**src/rtl/enemy_pkg.sv**
```systemverilog
// Shared definitions for the enemy fleet sequencer.
//   fleet_state_e : one-hot fleet state encoding (6 states)
//   SCREEN_*/SHIP_* : playfield geometry shared with the enemy instances
//   min_u10       : unsigned minimum, used for clamped horizontal steps
package enemy_pkg;

  typedef enum logic [5:0] {
    ST_IDLE    = 6'b000001,
    ST_MARCH_R = 6'b000010,
    ST_MARCH_L = 6'b000100,
    ST_DROP    = 6'b001000,
    ST_LANDED  = 6'b010000,
    ST_CLEARED = 6'b100000
  } fleet_state_e;

  localparam int unsigned SCREEN_RIGHT = 629;
  localparam int unsigned SHIP_W       = 40;
  localparam int unsigned SHIP_H       = 10;

  function automatic logic [9:0] min_u10(input logic [9:0] a, input logic [9:0] b);
    return (a < b) ? a : b;
  endfunction

endpackage

```
**src/rtl/enemy_fleet_ctrl_frame_divider.sv**
```systemverilog
// Frame divider: 8-bit counter advancing on each enabled frame pulse.
//   clk_i, reset_i : clock, async active-high reset
//   clear_i        : synchronous clear (dominates everything)
//   en_i           : frame pulse qualified by the caller
//   period_i       : frames per terminal pulse; may change every cycle
//   tick_o         : combinational pulse on the frame that reaches the period
module frame_divider (
  input  logic       clk_i,
  input  logic       reset_i,
  input  logic       clear_i,
  input  logic       en_i,
  input  logic [7:0] period_i,
  output logic       tick_o
);

  logic [7:0] cnt_q, cnt_d;

  // Widened compare so cnt+1 cannot wrap; >= lets a shrinking period fire
  // on the very next frame instead of waiting for a wrap-around.
  assign tick_o = en_i && !clear_i && ({1'b0, cnt_q} + 9'd1 >= {1'b0, period_i});

  // NOTE: combinational blocks use blocking '=' and assign a default first,
  // so every path drives cnt_d and no latch is inferred.
  always_comb begin
    cnt_d = cnt_q;
    if (clear_i || tick_o) cnt_d = '0;
    else if (en_i)         cnt_d = cnt_q + 8'd1;
  end

  // NOTE: state registers use non-blocking '<=' so all flops update together.
  always_ff @(posedge clk_i or posedge reset_i) begin
    if (reset_i) cnt_q <= '0;
    else         cnt_q <= cnt_d;
  end

endmodule

```
**src/rtl/enemy_fleet_ctrl.sv**
```systemverilog
// Enemy fleet formation sequencer.
//   clk_i, reset_i  : clock, async active-high reset (returns to IDLE)
//   frame_i         : one pulse per processed frame
//   start_i         : player start, sampled in IDLE and LANDED
//   alive_i         : per-ship alive flags
//   offset_x_o/_y_o : shared formation offsets
//   dir_right_o     : marching direction
//   step_o, drop_o  : one-cycle pulses per horizontal step / drop
//   wave_start_o    : one-cycle pulse that revives all enemies
//   landed_o        : fleet reached the landing row (game over)
//   cleared_o       : all ships dead, waiting to respawn
module enemy_fleet_ctrl
  import enemy_pkg::*;
#(
  parameter int num_enemies_p    = 8,
  parameter int min_period_p     = 4,
  parameter int step_px_p        = 10,
  parameter int max_offset_x_p   = 100,
  parameter int drop_px_p        = 10,
  parameter int land_y_p         = 40,
  parameter int respawn_frames_p = 60
) (
  input  logic                     clk_i,
  input  logic                     reset_i,
  input  logic                     frame_i,
  input  logic                     start_i,
  input  logic [num_enemies_p-1:0] alive_i,
  output logic [9:0]               offset_x_o,
  output logic [9:0]               offset_y_o,
  output logic                     dir_right_o,
  output logic                     step_o,
  output logic                     drop_o,
  output logic                     wave_start_o,
  output logic                     landed_o,
  output logic                     cleared_o
);

  localparam logic [9:0] MAX_X      = 10'(max_offset_x_p);
  localparam logic [9:0] STEP_PX    = 10'(step_px_p);
  localparam logic [9:0] DROP_PX    = 10'(drop_px_p);
  localparam logic [9:0] LAND_Y     = 10'(land_y_p);
  localparam logic [7:0] MIN_PERIOD = 8'(min_period_p);
  localparam logic [7:0] RESPAWN    = 8'(respawn_frames_p);

  fleet_state_e state_q, state_d;
  logic [9:0]   offset_x_q, offset_x_d, offset_y_q, offset_y_d;
  logic         dir_right_q, dir_right_d;
  logic         step_q, step_d, drop_q, drop_d, wave_q, wave_d;

  logic [7:0] alive_cnt;
  logic [7:0] period;
  logic       marching, march_tick, respawn_tick;

  always_comb begin
    alive_cnt = '0;
    for (int i = 0; i < num_enemies_p; i++) alive_cnt = alive_cnt + 8'(alive_i[i]);
  end

  // Fewer ships -> shorter period -> faster march.
  assign period   = MIN_PERIOD + alive_cnt;
  assign marching = (state_q == ST_MARCH_R) || (state_q == ST_MARCH_L);

  frame_divider u_march_div (
    .clk_i   (clk_i),
    .reset_i (reset_i),
    .clear_i (!marching),
    .en_i    (frame_i && marching),
    .period_i(period),
    .tick_o  (march_tick)
  );

  frame_divider u_respawn_div (
    .clk_i   (clk_i),
    .reset_i (reset_i),
    .clear_i (state_q != ST_CLEARED),
    .en_i    (frame_i && (state_q == ST_CLEARED)),
    .period_i(RESPAWN),
    .tick_o  (respawn_tick)
  );

  always_comb begin
    state_d     = state_q;
    offset_x_d  = offset_x_q;
    offset_y_d  = offset_y_q;
    dir_right_d = dir_right_q;
    step_d      = 1'b0;
    drop_d      = 1'b0;
    wave_d      = 1'b0;
    unique case (state_q)
      ST_IDLE, ST_LANDED: begin
        if (start_i) begin
          state_d     = ST_MARCH_R;
          offset_x_d  = '0;
          offset_y_d  = '0;
          dir_right_d = 1'b1;
          wave_d      = 1'b1;
        end
      end
      ST_MARCH_R: begin
        // Last kill beats any step in the same cycle.
        if (alive_cnt == '0) state_d = ST_CLEARED;
        else if (march_tick) begin
          step_d = 1'b1;
          if (offset_x_q == MAX_X) state_d = ST_DROP;
          else offset_x_d = offset_x_q + min_u10(STEP_PX, MAX_X - offset_x_q);
        end
      end
      ST_MARCH_L: begin
        if (alive_cnt == '0) state_d = ST_CLEARED;
        else if (march_tick) begin
          step_d = 1'b1;
          if (offset_x_q == '0) state_d = ST_DROP;
          else offset_x_d = offset_x_q - min_u10(STEP_PX, offset_x_q);
        end
      end
      ST_DROP: begin
        if (alive_cnt == '0) state_d = ST_CLEARED;
        else begin
          offset_y_d  = offset_y_q + DROP_PX;
          drop_d      = 1'b1;
          dir_right_d = !dir_right_q;
          if (offset_y_d >= LAND_Y) state_d = ST_LANDED;
          else state_d = dir_right_d ? ST_MARCH_R : ST_MARCH_L;
        end
      end
      ST_CLEARED: begin
        if (respawn_tick) begin
          state_d     = ST_MARCH_R;
          offset_x_d  = '0;
          offset_y_d  = '0;
          dir_right_d = 1'b1;
          wave_d      = 1'b1;
        end
      end
      default: state_d = ST_IDLE;
    endcase
  end

  always_ff @(posedge clk_i or posedge reset_i) begin
    if (reset_i) begin
      state_q     <= ST_IDLE;
      offset_x_q  <= '0;
      offset_y_q  <= '0;
      dir_right_q <= 1'b1;
      step_q      <= 1'b0;
      drop_q      <= 1'b0;
      wave_q      <= 1'b0;
    end else begin
      state_q     <= state_d;
      offset_x_q  <= offset_x_d;
      offset_y_q  <= offset_y_d;
      dir_right_q <= dir_right_d;
      step_q      <= step_d;
      drop_q      <= drop_d;
      wave_q      <= wave_d;
    end
  end

  assign offset_x_o   = offset_x_q;
  assign offset_y_o   = offset_y_q;
  assign dir_right_o  = dir_right_q;
  assign step_o       = step_q;
  assign drop_o       = drop_q;
  assign wave_start_o = wave_q;
  assign landed_o     = (state_q == ST_LANDED);
  assign cleared_o    = (state_q == ST_CLEARED);

endmodule
```
**config.mk**
```make
export PLATFORM = sky130hd
export DESIGN_NAME = enemy_fleet_ctrl
export DESIGN_NICKNAME = d
export VERILOG_FILES = /design/src/rtl/enemy_pkg.sv /design/src/rtl/enemy_fleet_ctrl_frame_divider.sv /design/src/rtl/enemy_fleet_ctrl.sv
export SDC_FILE = /design/constraint.sdc
export NUM_CORES = 1
export LEC_CHECK = 0
export BUFFER_PORTS_ARGS = -buffer_cell sky130_fd_sc_hd__buf_2
export CORE_UTILIZATION = 25
export CTS_CLUSTER_DIAMETER = 50
export DETAILED_ROUTE_END_ITERATION = 8
export PLACE_DENSITY_LB_ADDON = 0.08
export REMOVE_ABC_BUFFERS = 1
export SETUP_SLACK_MARGIN = 0.15
export SLEW_MARGIN = 20
export SYNTH_ARGS = -nofsm -noshare
export SYNTH_HDL_FRONTEND = slang
export SYNTH_SLANG_ARGS = --single-unit
```
**constraint.sdc**
```tcl
create_clock -name clk_i -period 5.7 [get_ports clk_i]
set_clock_uncertainty 0.05 [all_clocks]
set_input_delay 1.14 -clock clk_i [delete_from_list [all_inputs] [get_ports clk_i]]
set_output_delay 1.14 -clock clk_i [all_outputs]
set_load 0.05 [all_outputs]
```
Yosys cells after proc, flatten, opt, wreduce, memory -nomap -nowiden
Index checks and enable logic that the tools add are counted.
- register bits: 46
- word-level logic and storage cells: 115
- output and inout port bits: 26
- bits of input ports: 12
- muxes and demuxes: 41
- $lt $le $gt $ge: 5
- reductions and logical operators: 23
- equality and inequality tests: 21
- add/subtract/negate cells: 16
- operators with widths (cell ; number):
    $mux 10 ; 11
    $mux 6 ; 9
    $pmux 10 s4 ; 1
    $mux 8 ; 4
    $pmux 10 s3 ; 1
    $pmux 6 s5 ; 1
    $lt 4x10->1 const A ; 2
    $add 8x1->9 const B ; 2
    $add 8x1->8 const B ; 2
    $ne 2x2->1 const B ; 6
    $ne 3x1->1 const B ; 4
    $add 10x10->10 ; 1
    $add 10x4->10 const B ; 1
    $eq 10x7->1 const B ; 1
    $ge 10x6->1 const B ; 1
    $logic_not 10->1 ; 1
    $mux 1 ; 10
    $sub 10x10->10 ; 1
    $sub 7x10->10 const A ; 1
    $ge 9x6->1 const B ; 1
    $ge 9x8->1 ; 1
    $reduce_and 9->1 ; 1
    $add 3x8->8 const A ; 1
    $add 7x1->8 ; 1
    28 further kinds ; 41

Logic depth before layout (Yosys ltp)
- depth after elaboration: 13
- depth in mapped cells: 23
- gate-level depth less buffers: 22

Cells and area by module
Synthesis repeated with hierarchy kept, for this count alone.
- cells, all modules: 477
- area total of the unflattened synthesis: 4106.4 µm²
- by module, submodules not included (module ; area each (µm²) ; cells each ; sequential area each (µm²) ; times used):
    enemy_fleet_ctrl ; 2622.5 ; 309 ; 728.2 ; 1
    frame_divider ; 742.0 ; 84 ; 200.2 ; 2

Least setup slack after synthesis
Ideal clock, no wire load.
- kind: input -> register
- start: input alive_i[0]
- end: register state_q[1]
- setup slack: 0.380 ns
- arrival: 5.142 ns
- stages on the path: 18
- path buffers: 0
- library setup time: 0.128 ns
- data required time: 5.522 ns
- path through: fa_1 inv_1 fa_1 fa_1 inv_1 ha_1 inv_1 fa_1 xor2_1 inv_1 ha_1 or2_2 a31o_2 a31oi_4 o21a_2 nand2_1 nand3_1 mux2_1
- longest elaborated chain between the ends: 12
- elaborated cells between the ends (all ways): 20
- those cells by class: add/sub: 8; order compare: 1; eq/ne: 4; mux: 4; reduce/logical: 3
- ends and longest elaborated chain (item ; line ; source):
    start, declared ; enemy_fleet_ctrl.sv:27 ; input logic [num_enemies_p-1:0] alive_i,
    $add 1x1->2 (*) ; enemy_fleet_ctrl.sv:56 ; for (int i = 0; i < num_enemies_p; i++) alive_cnt = alive_cnt + 8'(alive_i[i]);
    $add 2x1->3 (*) ; enemy_fleet_ctrl.sv:56 ;
    $add 3x1->4 (*) ; enemy_fleet_ctrl.sv:56 ;
    $add 4x1->5 (*) ; enemy_fleet_ctrl.sv:56 ;
    $add 5x1->6 (*) ; enemy_fleet_ctrl.sv:56 ;
    $add 6x1->7 (*) ; enemy_fleet_ctrl.sv:56 ;
    $add 7x1->8 (*) ; enemy_fleet_ctrl.sv:56 ;
    $add 3x8->8 ; enemy_fleet_ctrl.sv:60 ; assign period = MIN_PERIOD + alive_cnt;
    $ge 9x8->1 ; enemy_fleet_ctrl_frame_divider.sv:20 ; assign tick_o = en_i && !clear_i && ({1'b0, cnt_q} + 9'd1 >= {1'b0, period_i});
    $logic_and 1x1->1 ; enemy_fleet_ctrl_frame_divider.sv:20 ;
    $ne 3x1->1 (no source line) ; - ;
    $reduce_and 6->1 (no source line) ; - ;
    end signal, assigned ; enemy_fleet_ctrl.sv:149 ; state_q <= state_d;
    end, declared ; enemy_fleet_ctrl.sv:45 ; fleet_state_e state_q, state_d;
Every way passes the cells marked *; elsewhere a longest branch is shown, timed or not.
A chain may end at the register's enable or synchronous reset.

Worst setup path after layout
Ends and elaborated chain as after synthesis.

==> results.md <==
* Setup violators final at 0
* Hold Path Cell Cnt at 1
* DR WL/cell at roughly 15 um
* Footprint of the multi-input gates at approximately 2200 um2
* PwrDens at a little under 300 nW/um2
* P&R area growth vs syn at 16.43%
* Combinational Power Share at roughly two fifths
* Largest net degree at the start of global routing at between 40 and 50
* Reg clk slew, reported paths at 60 ps
* Hold Path Sink: u_respawn_div.cnt_q[7]
* Static leakage at 2.027 nW
* Min cycle time layout at between 5000 and 6000 ps
* Port Buffers at 36
* Worst setup EP type: register
* Routed via count at 3026
* Cell with the most instances after synthesis: dfrtp_1
* Worst EP arrival at 5360 ps
* Area share of the largest cell type after synthesis at 30.79%
* Routed wire length at 9060 um
* Switching power total at 0.4715 mW
* # nets final at a little under 500
* Seq cells post-synth at 45
* Most instantiated cells after synthesis: dfrtp_1 (43), nand2_1 (38), inv_1 (34)
* Core ar. at 13450 um2
* Hold crit path type: register to register
* Clock H-tree levels at 2
* CTS buffer count at 5
* Rows at 42
* Initial Util at 25.98%
* Cell area after synthesis at 3495 um2
* Cells after Synth at 408
* Pint at 0.7430 mW
* Antenna-violating nets left at 0
* Worst setup margin at 460.1 ps
* Share of cells above drive strength 1 at 16.74%
* Max stage delay cell, worst path: fa_1
* Vias in the first global route at a little under 3000
* Setup Fix Bufs, Post-CTS at 0
* Drt drc at 0
* CTS Sinks at 45
* Yosys warns at 0
* Setup repair after global routing missed its margin: false
* Worst slew pin tran at 643.2 ps
* Pins Over Slew Limit at 0
* Die width at between 100 and 150 um
* Top_reg_cell synth: dfrtp_1
* Sequential cell area at 1129 um2
* Sequential fraction of the synthesis area at 32.30%
* Crit path cell chain: buf_2, fa_1, inv_1, fa_1, fa_1, inv_1, ha_1, inv_1, fa_1, xor2_1, inv_1, ha_1, or2_2, a31o_2, a31oi_4, o21a_2, nand2_1, nand3_1, mux2_1
* Clock Power Share at 27.1%
* CTS Hold Bufs at 0
* Grt ovf at 0
* Io pins at 38
* Synth top area cells: dfrtp_1 (31%), ha_1 (9.7%), nand2_1 (4.1%), o21ai_0 (4.0%), inv_1 (3.7%)
* Hold_sp: u_respawn_div.cnt_q[7]
* Initial DRC count at 158
* TritonRoute pass-1 iters at 4
* Sw frac at 38.82%
* Reg2reg start: offset_x_o[1]
* Die ar. at ~14000 um2
* CP max FO at 3
* Antenna violations before repair at 0
* FMAX at 0.1908 GHz
* RR Endpoint: offset_x_o[9]
* Antenna cells at 0
* Clock Tree Buf Depth at 2
* Worst r2r path cells at 22
* Internal reg-to-reg setup slack at 640 ps
* Setup WS pre-CTS at 119.6 ps
* Total GRT Usage at 13.29%
* Startpoint types: input port
* Setup TNS Final at 0 ps
* DP Wirelength at around 6700 um
* Critical path class: input port to register
* Maxcap violations at 0
* Die H at 120.2 um
* Global-route wire length before repair at around 15000 um
* Post-synth EDFFs at 0
* Period utilization at 91.93%
* # fillers at 1500
* Worst rel slew slack at 57.12%
* Final Hold Viols at 0
* Clk_lat worst skew at a little under 300 ps
* Post-synth cell types at 63
* Crit-path max cell delay at between 500 and 600 ps
* Post-DR vias/cell at 4.849
* Worst vdd ir at between 100 and 150 uV
* Placer Congestion at 0.7620
* Synth async-reset ratio at 100.0%
* Yosys top cell by area: dfrtp_1
* Required time of the critical path at approximately 5800 ps
* Sequential power share at 31.7%
* CTS tree: done
* Root buffer cell: clkbuf_16
* Post-synthesis area per instance at 8.565 um2
* Outcome: finished clean
-- registers in the layout, indices dropped and copies added, names as in the netlist --
name                 flops
offset_x_o              10
step_o                   1
wave_start_o             1
u_respawn_div.cnt_q      8
u_march_div.cnt_q        8
drop_o                   1
offset_y_o               9
dir_right_o              1
state_q                  6
-- per-stage QoR --
step                      std cells  instance area (um2)  power [mW]  hold WS (ps)  utilization [%]
after CTS                       624                 4064       1.241         466.5            30.21
final                           624                 4069       1.214         462.7            30.25
after global routing            624                 4069       1.301         484.2            30.25
after floorplan                 396                 3423      0.7281         427.0                -
after detailed placement        617                 3904      0.9000         448.4            29.02
after global placement          617                 3904      0.8991         442.6            29.02
-- cell families (layout without fill, tap and decap cells) --
kind of cell             count (synthesis)  count (layout)  synth area share, %
AO/OA/AOI/OAI                          108             108                20.48
XOR/XNOR                                20              20                5.013
adder cells (fa/ha/maj)                 32              32                12.53
buffers and inverters                   46              86                5.693
flip-flops                              45              45                32.29
multiplexers                             2               2               0.6087
other                                    1               1               0.1073
AND/OR/NAND/NOR                        154             154                23.27
-- layer usage --
layer / vias up / wire [um] / GRT usage, %
met5: - / 0 / 0
li1: 1527 / - / -
met1: 1445 / 4425 / 17.18
met2: 47 / 4267 / 22.81
met3: 7 / 259 / 2.217
met4: 0 / 108 / 3.549
-- repair_timing --
action	CTS	global route
endpoints found under the setup margin	0	1
hold endpoints to repair	0	0
resized for setup	0	1
-- placed cells by master, fill, tap and decap left out, drive strengths merged, types with 6 or more instances in the layout --
cell and count:
buf 45, dfrtp 43, nand2 38, o21ai 35, inv 34, ha 27
nor2 26, a21oi 26, nand3 16, and3 15, nor3 13, xor2 11
xnor2 9, or2 9, nor2b 8, a31oi 6
-- critical path, delay by kind of cell --
kind	cells	cell delay [ps]
AOI/OAI and AO/OA	3	650
adders and majority gates	6	2220
and+or+nand+nor	3	440
muxes	1	320
buffers and inverters	5	360
xor gates and xnor gates	1	210
-- worst max-delay path by stage --
stage,slack (ps),to,start,cells past startpoint
2_1_floorplan,290,offset_x_o[8],alive_i[0],18
3_3_place_gp,190,state_q[1],alive_i[0],19
3_5_place_dp,120,state_q[1],alive_i[0],19
4_1_cts,450,state_q[1],alive_i[0],19
5_1_grt,230,state_q[1],alive_i[0],19
6_report,460,state_q[1],alive_i[0],19
-- power groups by stage --
| stage | Sequential, mW | Clock [mW] | Combinational (mW) |
|---|---|---|---|
| final | 0.385 | 0.329 | 0.501 |
| after detailed placement | 0.392 | 0 | 0.508 |
| after CTS | 0.386 | 0.345 | 0.510 |
| after floorplan | 0.430 | 0 | 0.298 |
| after global placement | 0.393 | 0 | 0.507 |
| after global routing | 0.392 | 0.353 | 0.557 |
-- layout make-up --
type / count / area share (%)
Clock inverter: 2 / 0.8610
Inverter: 34 / 3.137
Timing Repair Buffer: 45 / 6.396
Sequential cell: 45 / 27.74
Tap cell: 176 / 5.412
Clock buffer: 5 / 3.075
Multi-Input combinational cell: 317 / 53.38
No activity file was read; power rests on OpenSTA's default activity.
